$ cat config.mk
export PLATFORM = sky130hd
export DESIGN_NAME = serial_frame_loader
export DESIGN_NICKNAME = d
export VERILOG_FILES = /design/src/rtl/serial_pkg.sv /design/src/rtl/bit_period_timer.sv /design/src/rtl/serial_frame_loader.sv
export SDC_FILE = /design/constraint.sdc
export NUM_CORES = 1
export LEC_CHECK = 0
export BUFFER_PORTS_ARGS = -buffer_cell sky130_fd_sc_hd__buf_2
export CAP_MARGIN = 20
export CORE_ASPECT_RATIO = 1.2
export CORE_MARGIN = 5
export CORE_UTILIZATION = 53
export CTS_BUF_LIST = sky130_fd_sc_hd__clkbuf_4
export CTS_CLUSTER_SIZE = 30
export DETAILED_ROUTE_END_ITERATION = 12
export HOLD_SLACK_MARGIN = 0.03
export PLACE_DENSITY = 0.76
export SLEW_MARGIN = 20
export SYNTH_ARGS = -nofsm -noshare
export SYNTH_HDL_FRONTEND = slang
export SYNTH_SLANG_ARGS = --single-unit
$ cat constraint.sdc
create_clock -name clk -period 1.7 [get_ports clk]
set_clock_uncertainty 0.2 [all_clocks]
set_input_delay 0.255 -clock clk [delete_from_list [all_inputs] [get_ports clk]]
set_output_delay 0.255 -clock clk [all_outputs]
set_load 0.01 [all_outputs]
$ cat src/rtl/serial_pkg.sv
// Shared types and counter-width helpers for the serial shift-register chain.
// The frame loader and the chain top both size their counters from these helpers.
package serial_pkg;

  typedef enum logic [1:0] {
    S_IDLE  = 2'd0,
    S_SHIFT = 2'd1,
    S_GAP   = 2'd2
  } state_t;

  // Bits needed to hold 0..n-1, never less than one bit.
  function automatic int cnt_w(input int n);
    return (n <= 2) ? 1 : $clog2(n);
  endfunction

  function automatic int bit_cnt_w(input int width);
    return cnt_w(width);
  endfunction

  function automatic int div_cnt_w(input int div);
    return cnt_w(div);
  endfunction

  function automatic int gap_cnt_w(input int gap, input int div);
    return cnt_w(gap * div + 1);
  endfunction

  // Accept-to-accept spacing when in_valid is held high.
  function automatic int frame_period(input int width, input int div, input int gap);
    return (width + gap) * div + 1;
  endfunction

endpackage

$ cat src/rtl/bit_period_timer.sv
// Clock divider for one bit period: tick in the last cycle (count DIV-1), pre_tick one cycle earlier.
// Holds at zero while disabled so it never free-runs between frames.
module bit_period_timer
  import serial_pkg::*;
#(
  parameter int DIV = 4
) (
  input  logic clk,
  input  logic reset,
  input  logic en,
  input  logic clear,
  output logic tick,
  output logic pre_tick
);

  localparam int DW = div_cnt_w(DIV);
  localparam logic [DW-1:0] TERM = DW'(DIV - 1);
  localparam logic [DW-1:0] PRE  = DW'((DIV >= 2) ? (DIV - 2) : 0);

  logic [DW-1:0] div_cnt;

  always_ff @(posedge clk) begin
    if (reset || clear) begin
      div_cnt <= '0;
    end else if (en) begin
      div_cnt <= (div_cnt == TERM) ? '0 : div_cnt + 1'b1;
    end
  end

  assign tick     = en && (div_cnt == TERM);
  // Lets the caller register a strobe that lands in the last cycle of the period.
  assign pre_tick = en && (DIV >= 2) && (div_cnt == PRE);

endmodule

$ cat src/rtl/serial_frame_loader.sv
// Accepts a parallel word on valid/ready and shifts it out MSB-first, one bit per DIV clocks,
// with a capture strobe per bit, a done pulse on the last strobe and GAP idle bit periods after.
module serial_frame_loader
  import serial_pkg::*;
#(
  parameter int WIDTH = 8,
  parameter int DIV   = 4,
  parameter int GAP   = 2
) (
  input  logic             clk,
  input  logic             reset,
  input  logic [WIDTH-1:0] in_data,
  input  logic             in_valid,
  output logic             in_ready,
  output logic             ser_data,
  output logic             ser_strobe,
  output logic             ser_frame,
  output logic             done
);

  localparam int BW = bit_cnt_w(WIDTH);
  localparam int GW = gap_cnt_w(GAP, DIV);
  localparam logic [BW-1:0] LAST_BIT = BW'(WIDTH - 1);
  localparam logic [GW-1:0] LAST_GAP = GW'((GAP > 0) ? (GAP - 1) : 0);

  state_t           state;
  logic [WIDTH-1:0] shreg;
  logic [WIDTH-1:0] shreg_nxt;
  logic [BW-1:0]    bit_cnt;
  logic [BW-1:0]    bit_nxt;
  logic [GW-1:0]    gap_cnt;
  logic             accept;
  logic             timer_en;
  logic             tick;
  logic             pre_tick;

  assign accept    = (state == S_IDLE) && in_valid && in_ready;
  assign timer_en  = (state == S_SHIFT) || (state == S_GAP);
  assign shreg_nxt = shreg << 1;
  assign bit_nxt   = bit_cnt + 1'b1;

  bit_period_timer #(.DIV(DIV)) u_timer (
    .clk      (clk),
    .reset    (reset),
    .en       (timer_en),
    .clear    (accept),
    .tick     (tick),
    .pre_tick (pre_tick)
  );

  // All outputs are registered: each branch computes what the next cycle must show.
  always_ff @(posedge clk) begin
    if (reset) begin
      state      <= S_IDLE;
      shreg      <= '0;
      bit_cnt    <= '0;
      gap_cnt    <= '0;
      in_ready   <= 1'b0;
      ser_data   <= 1'b0;
      ser_strobe <= 1'b0;
      ser_frame  <= 1'b0;
      done       <= 1'b0;
    end else begin
      case (state)
        S_IDLE: begin
          if (accept) begin
            state      <= S_SHIFT;
            shreg      <= in_data;
            bit_cnt    <= '0;
            in_ready   <= 1'b0;
            ser_data   <= in_data[WIDTH-1];
            ser_frame  <= 1'b1;
            ser_strobe <= (DIV == 1);
            done       <= (DIV == 1) && (WIDTH == 1);
          end else begin
            in_ready <= 1'b1;
          end
        end

        S_SHIFT: begin
          if (tick) begin
            if (bit_cnt == LAST_BIT) begin
              bit_cnt    <= '0;
              shreg      <= '0;
              ser_data   <= 1'b0;
              ser_frame  <= 1'b0;
              ser_strobe <= 1'b0;
              done       <= 1'b0;
              if (GAP > 0) begin
                state <= S_GAP;
              end else begin
                state    <= S_IDLE;
                in_ready <= 1'b1;
              end
            end else begin
              bit_cnt    <= bit_nxt;
              shreg      <= shreg_nxt;
              ser_data   <= shreg_nxt[WIDTH-1];
              ser_strobe <= (DIV == 1);
              done       <= (DIV == 1) && (bit_nxt == LAST_BIT);
            end
          end else begin
            ser_strobe <= pre_tick;
            done       <= pre_tick && (bit_cnt == LAST_BIT);
          end
        end

        S_GAP: begin
          // The timer keeps running through the gap; count whole idle bit periods.
          if (tick) begin
            if (gap_cnt == LAST_GAP) begin
              gap_cnt  <= '0;
              state    <= S_IDLE;
              in_ready <= 1'b1;
            end else begin
              gap_cnt <= gap_cnt + 1'b1;
            end
          end
        end

        default: begin
          state    <= S_IDLE;
          in_ready <= 1'b0;
        end
      endcase
    end
  end

endmodule
==> impl_results.md, run 1 <==
* Vias per cell at 5.571
* VDD IR max at 1026 uV
* Clock latency on the worst-skew pair at 310 ps
* Die width at 53.89 microns
* Port bufs at 15
* Power Dens Cells at 1382 mW/mm^2
* Die ar. at 0.003377 sq mm
* Post-synthesis cell area at 0.001225 sq mm
* Leakage Power at 0.6865 nW
* Total Wirelength at 3208 microns
* CP peak stage delay at 380 ps
* Met3 wire len at 99 microns
* CTS tree: yes
* DR pass1 iterations at 4
* Cells after synthesis at 134
* Endpoints failing hold at 0
* FF/Latch Area at 464.2 sq um
* Synthesized area per cell at 9.141 sq um
* Crit path cell chain: inv_4 -> ha_4 -> nand4b_1 -> o31ai_2 -> and3_4 -> mux2i_1
* Largest net degree at the start of global routing at 26
* Unique masters post-synth at 36
* Die Y at 62.67 microns
* Sequential share of the synthesized area at 0.3759
* Worst min path class: input pin to register
* Final worst-path cycle share at 1.046
* Initial antenna violation count at 0
* DRT iter0 DRCs at 47
* Crit path time final at 1777 ps
* Fill cell count at 153
* Vias in the first global route at 1204
* DRC Markers at 0
* CP required at 1740 ps
* Share of post-route cells with drive strength above 1 at 0.4581
* First-pass GRT wire length at 5250 microns
* Clock buffer depth at 2
* Ranking of synthesized cells by area: dfxtp_1, a311oi_2, ha_1
* Synthesized Nets at 153
* Crit path capture type: register
* Max layer used: met4
* Antenna cells at 0
* Routed Antenna Nets at 0
* CP Launch Type: register
* P&R area growth vs syn at 44.02%
* Yosys warns at 0
* FF+latch count, synth at 23
* Placer Congestion at 0.7961
* Root buf cell: clkbuf_4
* Post-Place Setup Slack at -137.7 ps
* Synth top area share at 0.3759
* CTS clk-pin slew, worst paths at 130 ps
* Post-layout power at 2.439 mW
* Metal2 WL at 1775 microns
* Post-route setup slack at -77.35 ps
* Via count at 1170
* CP max stage cell: dfxtp_2
* Initial core utilization at 0.5424
* FP Rows at 19
* H-tree depth at 1
* DPL Wire Length at 2009 microns
* Rel. slew slack at 0.6217
* Multi-input logic area at 822.0 sq um
* CP Class: register to register
* Finish-stage setup viols at 8
* Data arrival, critical path at 1820 ps
* Failing checks: negative setup slack
* Max-Cap Viols at 0
* Hold WS at 201.7 ps
* Core area at 0.002258 sq mm
* I/O Pins at 16
* Post-layout net count at 199
* WL/cell at 15.28 microns
* Met1 WL at 1319 microns
* Status: finished with violations
* Least-Margin Pin Slew at 567.4 ps
* CP Max Fanout at 3
* RSZ-0062 raised after global routing: yes
* CTS buffer count at 3
* Grt ovf at 0
* GRT Total Usage at 0.2027
* CTS sink count at 23
* Area leader, netlist: dfxtp_1
* Fmax at 562.6 MHz
* Final Max Tran Viols at 0
* Post-layout util at 0.7812
Yosys cell counts, drive strengths merged:
cell     number
a21bo         1
nor2         20
a2111oi       1
o211ai        1
o211a         1
inv           6
nand4         1
a311oi        7
or3           1
buf           5
o31ai         1
or4           1
dfxtp        23
mux2i         5
a22oi         1
nand2b        5
xnor2         2
nand4b        2
and3          2
ha            8
xor2          1
o21ai         1
clkbuf        2
nor3          5
nand3         3
nand2        12
a21boi        1
a21oi         6
and2          1
nand3b        7
and4b         1
flip-flops by register name (all words and copies together) (netlist names), 2 cells and up:
register and count:
state 2, gap_cnt 4, shreg 7, u_timer.div_cnt 2, bit_cnt 3
cell usage in the layout (no fill, tap or decap), drive strengths merged:
master / synthesis / layout
clkinv: 0 / 1
nand2b: 5 / 5
and2: 1 / 1
xnor2: 2 / 2
or4: 1 / 1
mux2i: 5 / 5
o211ai: 1 / 1
clkbuf: 2 / 3
or3: 1 / 1
a21bo: 1 / 1
nand3: 3 / 3
nor2: 20 / 20
nand2: 12 / 12
inv: 6 / 6
a2111oi: 1 / 1
o211a: 1 / 1
o21ai: 1 / 1
nand4b: 2 / 2
dfxtp: 23 / 23
nor3: 5 / 5
nand4: 1 / 1
xor2: 1 / 1
buf: 5 / 40
dlygate4sd3: 0 / 8
and3: 2 / 2
and4b: 1 / 1
nand3b: 7 / 7
a22oi: 1 / 1
a21boi: 1 / 1
ha: 8 / 8
o31ai: 1 / 1
a311oi: 7 / 7
a21oi: 6 / 6
routing by layer:
| layer | GRT usage | up-vias |
|---|---|---|
| met4 | 0.07029 | 0 |
| met1 | 0.2250 | 589 |
| li1 | - | 561 |
| met3 | 0.02625 | 2 |
| met5 | 0 | - |
| met2 | 0.3712 | 18 |
path summary, 6_finish.rpt:
path	start	to	cells after the start	slack (ps)
setup / recovery	state[1]	state[0]	6	-80
hold / removal	in_valid	u_timer.div_cnt[1]	3	200
setup reg to reg	state[1]	state[0]	6	-80
hold reg to reg	bit_cnt[1]	bit_cnt[1]	2	270
power by group:
group | internal (mW) | leakage, nW | switching, mW
clock network | 0.0879 | 0.0177 | 0.171
registers | 0.651 | 0.189 | 0.0916
logic | 0.771 | 0.480 | 0.666
final cells by class:
class,count,share of cell area
Timing Repair Buffer,48,0.2191
Tap cell,31,0.02199
Multi-Input combinational cell,98,0.4660
Sequential cell,23,0.2631
Clock buffer,3,0.01277
Inverter,6,0.01418
Clock inverter,1,0.002837
through the flow:
step	setup TNS [ps]	instance area, sq um	std cells
2_1_floorplan	-0.6957	1246	134
3_3_place_gp	-22.04	1446	189
3_5_place_dp	-548.9	1446	189
4_1_cts	-138.5	1659	205
5_1_grt	-1546	1764	210
6_report	-344.0	1764	210
worst max-delay path: cells and delay by family, from the launching register on:
family	cells	cell delay, ps
fa+ha+maj	1	260
flops	1	380
buf+inv	1	50
compound gates	1	260
mux	1	190
simple gates	2	370
cell families after synthesis:
| kind of cell | synth area share |
|---|---|
| and+or+nand+nor | 0.2574 |
| DFF | 0.3759 |
| AOI/OAI and AO/OA | 0.1716 |
| buffers and inverters | 0.05107 |
| adders and majority gates | 0.08172 |
| muxes | 0.04086 |
| xor gates and xnor gates | 0.02145 |
what timing repair did:
item | CTS | global route
endpoints found under the setup margin | 15 | 19
pin swaps | 7 | 12
hold endpoints to repair | 8 | 0
cloned | 1 | 0
gates resized for setup | 13 | 20
setup buffers | 4 | 5
hold buffers | 8 | 0
No activity file was read; power rests on OpenSTA's default activity.
==> run 2, diff against run 1 <==
- ABC_AREA: not set -> 0
- CORE_MARGIN: 5 -> 2
==> impl_results.md, run 2 (same netlist as run 1, synthesis figures left out) <==
* CP Launch Type: register
* Rel. slew slack at 0.6578 (+0.03614)
* Worst min path class: input pin to register
* First-pass GRT wire length at 4574 microns (-13%)
* Crit path time final at 1711 ps (-66.10 ps)
* Power Dens Cells at 1368 mW/mm^2 (-1.0%)
* Antenna cells at 0 (unchanged)
* Total Wirelength at 2854 microns (-11%)
* Most frequent cells in the layout: dfxtp_1, nor2_1, buf_2, nand2_1, buf_4
* Status: finished with violations
* Finish-stage setup viols at 3 (-5)
* Post-Place Setup Slack at -118.7 ps (+18.93 ps)
* Final worst-path cycle share at 1.007 (-0.03888)
* Die Y at 56.67 microns (-9.6%)
* CTS buffer count at 3 (unchanged)
* DPL Wire Length at 1921 microns (-4.4%)
* Multi-input logic area at 772.0 sq um (-6.1%)
* Commonest non-fill, non-tap cell in the layout: dfxtp_1
* Port bufs at 15 (unchanged)
* Least-Margin Pin Slew at 513.2 ps (-54.21 ps)
* Data arrival, critical path at 1760 ps (-60 ps)
* CTS tree: yes
* Reg2Reg Capture Point: bit_cnt[0]
* Hold worst-path end: shreg[4]
* CP Class: register to register
* CP required at 1750 ps (about the same)
* Vias per cell at 5.385 (-3.3%)
* DRT iter0 DRCs at 19 (-60%)
* CTS clk-pin slew, worst paths at 130 ps (about the same)
* Reg2reg setup slack at -10 ps (+70 ps)
* Post-layout net count at 189 (-5.0%)
* Min-Delay Startpoint: in_data[4]
* Reg2reg path depth at 6 (unchanged)
* Routed Antenna Nets at 0 (unchanged)
* Root buf cell: clkbuf_4
* I/O Pins at 16 (unchanged)
* Vias in the first global route at 1083 (-10%)
* Crit path capture type: register
* Share of post-route cells with drive strength above 1 at 0.3728 (-0.08532)
* Post-layout power at 2.233 mW (-8.4%)
* Hold Path Depth at 3 (unchanged)
* Placed Cells at 185 (-2.1%)
* Post-layout util at 0.7307 (-0.05048)
* Clock buffer depth at 2 (unchanged)
* Max reg flops at 7 (unchanged)
* CTS sink count at 23 (unchanged)
* Via count at 1077 (-7.9%)
* Failing checks: negative setup slack
* FF/Latch Area at 464.2 sq um (unchanged)
* GRT Total Usage at 0.2353 (+0.03260)
* Leakage Power at 0.6299 nW (-8.2%)
* VDD IR max at 774.6 uV (-25%)
* Post-route setup slack at -11.25 ps (+66.10 ps)
* Worst r2r src: state[0]
* RSZ-0062 raised after global routing: yes
* Core area at 0.002235 sq mm (-1.1%)
* P&R area growth vs syn at 33.30%
* Initial antenna violation count at 0 (unchanged)
* Final Max Tran Viols at 0 (unchanged)
* FP Rows at 19 (unchanged)
* Endpoints failing hold at 0 (unchanged)
* Largest regs: shreg: 7 flops, gap_cnt: 4 flops, bit_cnt: 3 flops
* WL/cell at 14.27 microns (-6.6%)
* Die ar. at 0.002713 sq mm (-20%)
* Largest register by flop count: shreg
* CP Max Fanout at 5 (+2)
* Max-Cap Viols at 0 (unchanged)
* Clock latency on the worst-skew pair at 320 ps (about the same)
* Initial core utilization at 0.5482 (+0.005770)
* Final Instance Area at 0.001633 sq mm (-7.4%)
* DRC Markers at 0 (unchanged)
* Placer Congestion at 0.8031 (+0.88%)
* Finished Layout Cells at 200 (-4.8%)
* Die width at 47.89 microns (-11%)
* DR pass1 iterations at 4 (unchanged)
* Fill cell count at 178 (+16%)
* Grt ovf at 0 (unchanged)
* H-tree depth at 1 (unchanged)
* Largest net degree at the start of global routing at 26 (unchanged)
* Fmax at 584.4 MHz (+3.9%)
* Dpl cell area at 0.001416 sq mm (-2.1%)
[run 2: worst max path at each step]
stage | start | to | slack (ps)
final | state[0] | bit_cnt[0] | -10
after global routing | state[0] | gap_cnt[2] | -120
after CTS | state[0] | state[0] | -30
after detailed placement | u_timer.div_cnt[0] | state[0] | -120
after global placement | state[0] | state[1] | -5
after floorplan | state[0] | state[0] | -0.3
[run 2: metal layers]
layer	vias up	routed length (microns)	global-route usage
li1	543	-	-
met1	514	1213	0.2635
met2	15	1548	0.4210
met3	5	43	0.01929
met4	0	48	0.1004
met5	-	0	0
[run 2: area by class of cell]
type | count | share of cell area
clock buffer | 3 | 0.01379
clock inverter | 1 | 0.003065
inverter | 6 | 0.01533
multi-input combinational | 98 | 0.4728
sequential | 23 | 0.2843
tap | 31 | 0.02375
timing repair buffer | 38 | 0.1870
[run 2: power by group]
part | internal (mW) | switching (mW) | leakage (nW)
sequential | 0.651 | 0.0940 | 0.189
clock | 0.0881 | 0.167 | 0.0177
combinational | 0.643 | 0.590 | 0.423
total | 1.38 | 0.851 | 0.630
[run 2: per-stage QoR]
stage | hold slack [ps] | TNS [ps]
global route | 62.51 | -672.8
global placement | 243.2 | -7.905
CTS | 30.71 | -51.95
floorplan | 144.8 | -0.6957
finish | 61.31 | -19.12
detailed placement | 264.3 | -557.8
[run 2: timing repair]
action                                 CTS  global route
pin swaps                                6             8
setup buffers                            2             1
cloned                                   1             0
gates resized for setup                  9             9
hold buffers                             7             0
setup endpoints to repair               16            17
endpoints found under the hold margin    7             0
[run 2: critical path: stages, from the launching register on]
cell	delay, ps
dfxtp_2	370
inv_2	50
ha_4	170
a21bo_4	200
o211ai_2	100
or4_1	410
a21oi_1	140
==> run 3, diff against run 2 <==
- CORE_ASPECT_RATIO: 1.2 -> not set
==> impl_results.md, run 3 (same netlist as run 1, synthesis figures left out) <==
* Status: finished with violations
* Failing checks: negative setup slack
* Die Y at 52.08 microns (-8.1%)
* Least-Margin Pin Slew at 536.6 ps (+23.36 ps)
* DPL Wire Length at 1923 microns (+0.11%)
* Post-layout net count at 190 (+0.53%)
* Crit path cell chain: inv_2 -> ha_4 -> buf_6 -> nand4_1 -> nor3_2 -> xnor2_1 -> nor2_1
* Vias in the first global route at 1133 (+4.6%)
* Worst min path class: input pin to register
* First-pass GRT wire length at 4857 microns (+6.2%)
* Largest net degree at the start of global routing at 26 (unchanged)
* VDD IR max at 1135 uV (+47%)
* CP Class: register to register
* Setup tns final at -111.0 ps (-91.88 ps)
* Max-Cap Viols at 0 (unchanged)
* P&R area growth vs syn at 36.47%
* Rel. slew slack at 0.6423 (-0.01558)
* CP peak stage delay at 380 ps (-30 ps)
* Endpoints failing hold at 0 (unchanged)
* I/O Pins at 16 (unchanged)
* CP max stage cell: dfxtp_4
* CTS buffer count at 3 (unchanged)
* Die ar. at 0.002712 sq mm (about the same)
* Placer Congestion at 0.8462 (+5.4%)
* CP required at 1690 ps (-60 ps)
* Die width at 52.08 microns (+8.8%)
* Met1 WL at 1302 microns (+7.3%)
* Max layer used: met4
* Hold worst-path end: shreg[2]
* Antenna cells at 0 (unchanged)
* Min-Delay Startpoint: in_data[2]
* Clock latency on the worst-skew pair at 310 ps (about the same)
* Grt ovf at 0 (unchanged)
* Final Max Tran Viols at 0 (unchanged)
* Critical path buffers and inverters at 2 (+1)
* Worst r2r src: state[0]
* Reg2reg setup slack at -40 ps (-20 ps)
* Largest register by flop count: shreg
* Commonest non-fill, non-tap cell in the layout: dfxtp_1
* Power Dens Cells at 1415 mW/mm^2 (+3.5%)
* Initial core utilization at 0.5591 (+0.01096)
* Leakage Power at 0.6472 nW (+2.7%)
* Hold Path Depth at 3 (unchanged)
* Via count at 1109 (+3.0%)
* H-tree depth at 1 (unchanged)
* RSZ-0062 raised after global routing: yes
* Max reg flops at 7 (unchanged)
* DRC Markers at 0 (unchanged)
* Vias per cell at 5.601 (+4.0%)
* CTS tree: yes
* Port bufs at 15 (unchanged)
* CTS sink count at 23 (unchanged)
* Data arrival, critical path at 1730 ps (-30 ps)
* Fmax at 576.3 MHz (-1.4%)
* Crit path capture type: register
* Crit path time final at 1735 ps (+24.08 ps)
* Finish-stage setup viols at 6 (+3)
* CP Max Fanout at 6 (+1)
* Post-route setup slack at -35.33 ps (-24.08 ps)
* Metal2 WL at 1520 microns (-1.8%)
* CP Launch Type: register
* GRT Total Usage at 0.2401 (+0.004815)
* Reg2reg path depth at 7 (+1)
* Total Wirelength at 2952 microns (+3.4%)
* CP delay by family, top: simple AND/OR/NAND/NOR gates
* Root buf cell: clkbuf_4
* Final worst-path cycle share at 1.021 (+0.01416)
* Core area at 0.002191 sq mm (-2.0%)
* Largest regs: shreg: 7 flops, gap_cnt: 4 flops, bit_cnt: 3 flops
* Met3 wire len at 92 microns (+110%)
* Post-layout util at 0.7630 (+0.03231)
* CTS clk-pin slew, worst paths at 120 ps (about the same)
* Clock buffer depth at 2 (unchanged)
* Initial antenna violation count at 0 (unchanged)
* Routed Antenna Nets at 0 (unchanged)
* WL/cell at 14.91 microns (+4.5%)
* FP Rows at 17 (-2)
* Share of post-route cells with drive strength above 1 at 0.4588 (+0.08604)
* DR pass1 iterations at 4 (unchanged)
* Most frequent cells in the layout: dfxtp_1, buf_2, nor2_1, buf_4, nand2_1
* Reg2Reg Capture Point: gap_cnt[3]
* DRT iter0 DRCs at 21 (+2)
[run 3: changes by cell type in the layout (fill, tap and decap cells not counted), moves of 2 or more]
cell	change
buf_4	+2
buf_6	+3
nor2_2	+3
nor2_1	-2
a21oi_2	+2
dlygate4sd3_1	-5
a21oi_1	-2
[run 3: routing by layer]
| metal | up-vias | track usage |
|---|---|---|
| met4 | 0 | 0.08772 |
| met2 | 22 | 0.4430 |
| met1 | 539 | 0.2729 |
| met3 | 4 | 0.04023 |
| li1 | 544 | - |
| met5 | - | 0 |
[run 3: final cells by class]
| cell class | instances | area (sq um) |
|---|---|---|
| clock buffers | 4 | 30.03 |
| fillers | 146 | 519.2 |
| inverters | 6 | 25.02 |
| multi-input cells | 98 | 794.5 |
| flip-flops and latches | 23 | 467.9 |
| well taps | 28 | 35.03 |
| repair buffers | 39 | 319.1 |
[run 3: through the flow]
| stage | cell area, sq um | cells | setup slack, ps | power, mW | hold slack [ps] |
|---|---|---|---|---|---|
| 6_report | 1672 | 198 | -35.33 | 2.366 | 32.18 |
| 5_1_grt | 1672 | 198 | -122.9 | 2.517 | 25.25 |
| 4_1_cts | 1583 | 195 | -29.61 | 2.217 | 34.40 |
| 3_5_place_dp | 1435 | 185 | -103.4 | 1.765 | 262.3 |
| 3_3_place_gp | 1435 | 185 | -7.051 | 1.700 | 245.0 |
| 2_1_floorplan | 1246 | 134 | -0.3478 | 1.436 | 144.8 |
[run 3: how the worst max path moves through the flow]
stage / startpoint / to / slack (ps) / cells after the start
after floorplan: state[0] / state[0] / -0.3 / 6
after global placement: state[1] / ser_frame / -7 / 6
after detailed placement: state[1] / bit_cnt[0] / -100 / 6
after CTS: state[1] / state[0] / -30 / 6
after global routing: state[1] / gap_cnt[3] / -120 / 7
final: state[0] / gap_cnt[3] / -40 / 7
[run 3: timing repair]
action / 4_1_cts / 5_1_grt
endpoints found under the hold margin: 2 / 0
resized for setup: 11 / 21
pin swaps: 6 / 8
hold buffers: 2 / 0
cloned: 1 / 0
endpoints found under the setup margin: 15 / 18
setup buffers: 3 / 3
[run 3: worst register-to-register path: stages, from the launching register on]
cell and delay [ps]:
dfxtp_4 380, inv_2 50, ha_4 270, buf_6 110, nand4_1 240, nor3_2 200
xnor2_1 130, nor2_1 50
[run 3: report_power, final]
part | total (mW) | internal [mW] | switching [mW]
clock | 0.268 | 0.108 | 0.160
combinational | 1.36 | 0.728 | 0.627
sequential | 0.743 | 0.656 | 0.0872
total | 2.37 | 1.49 | 0.874
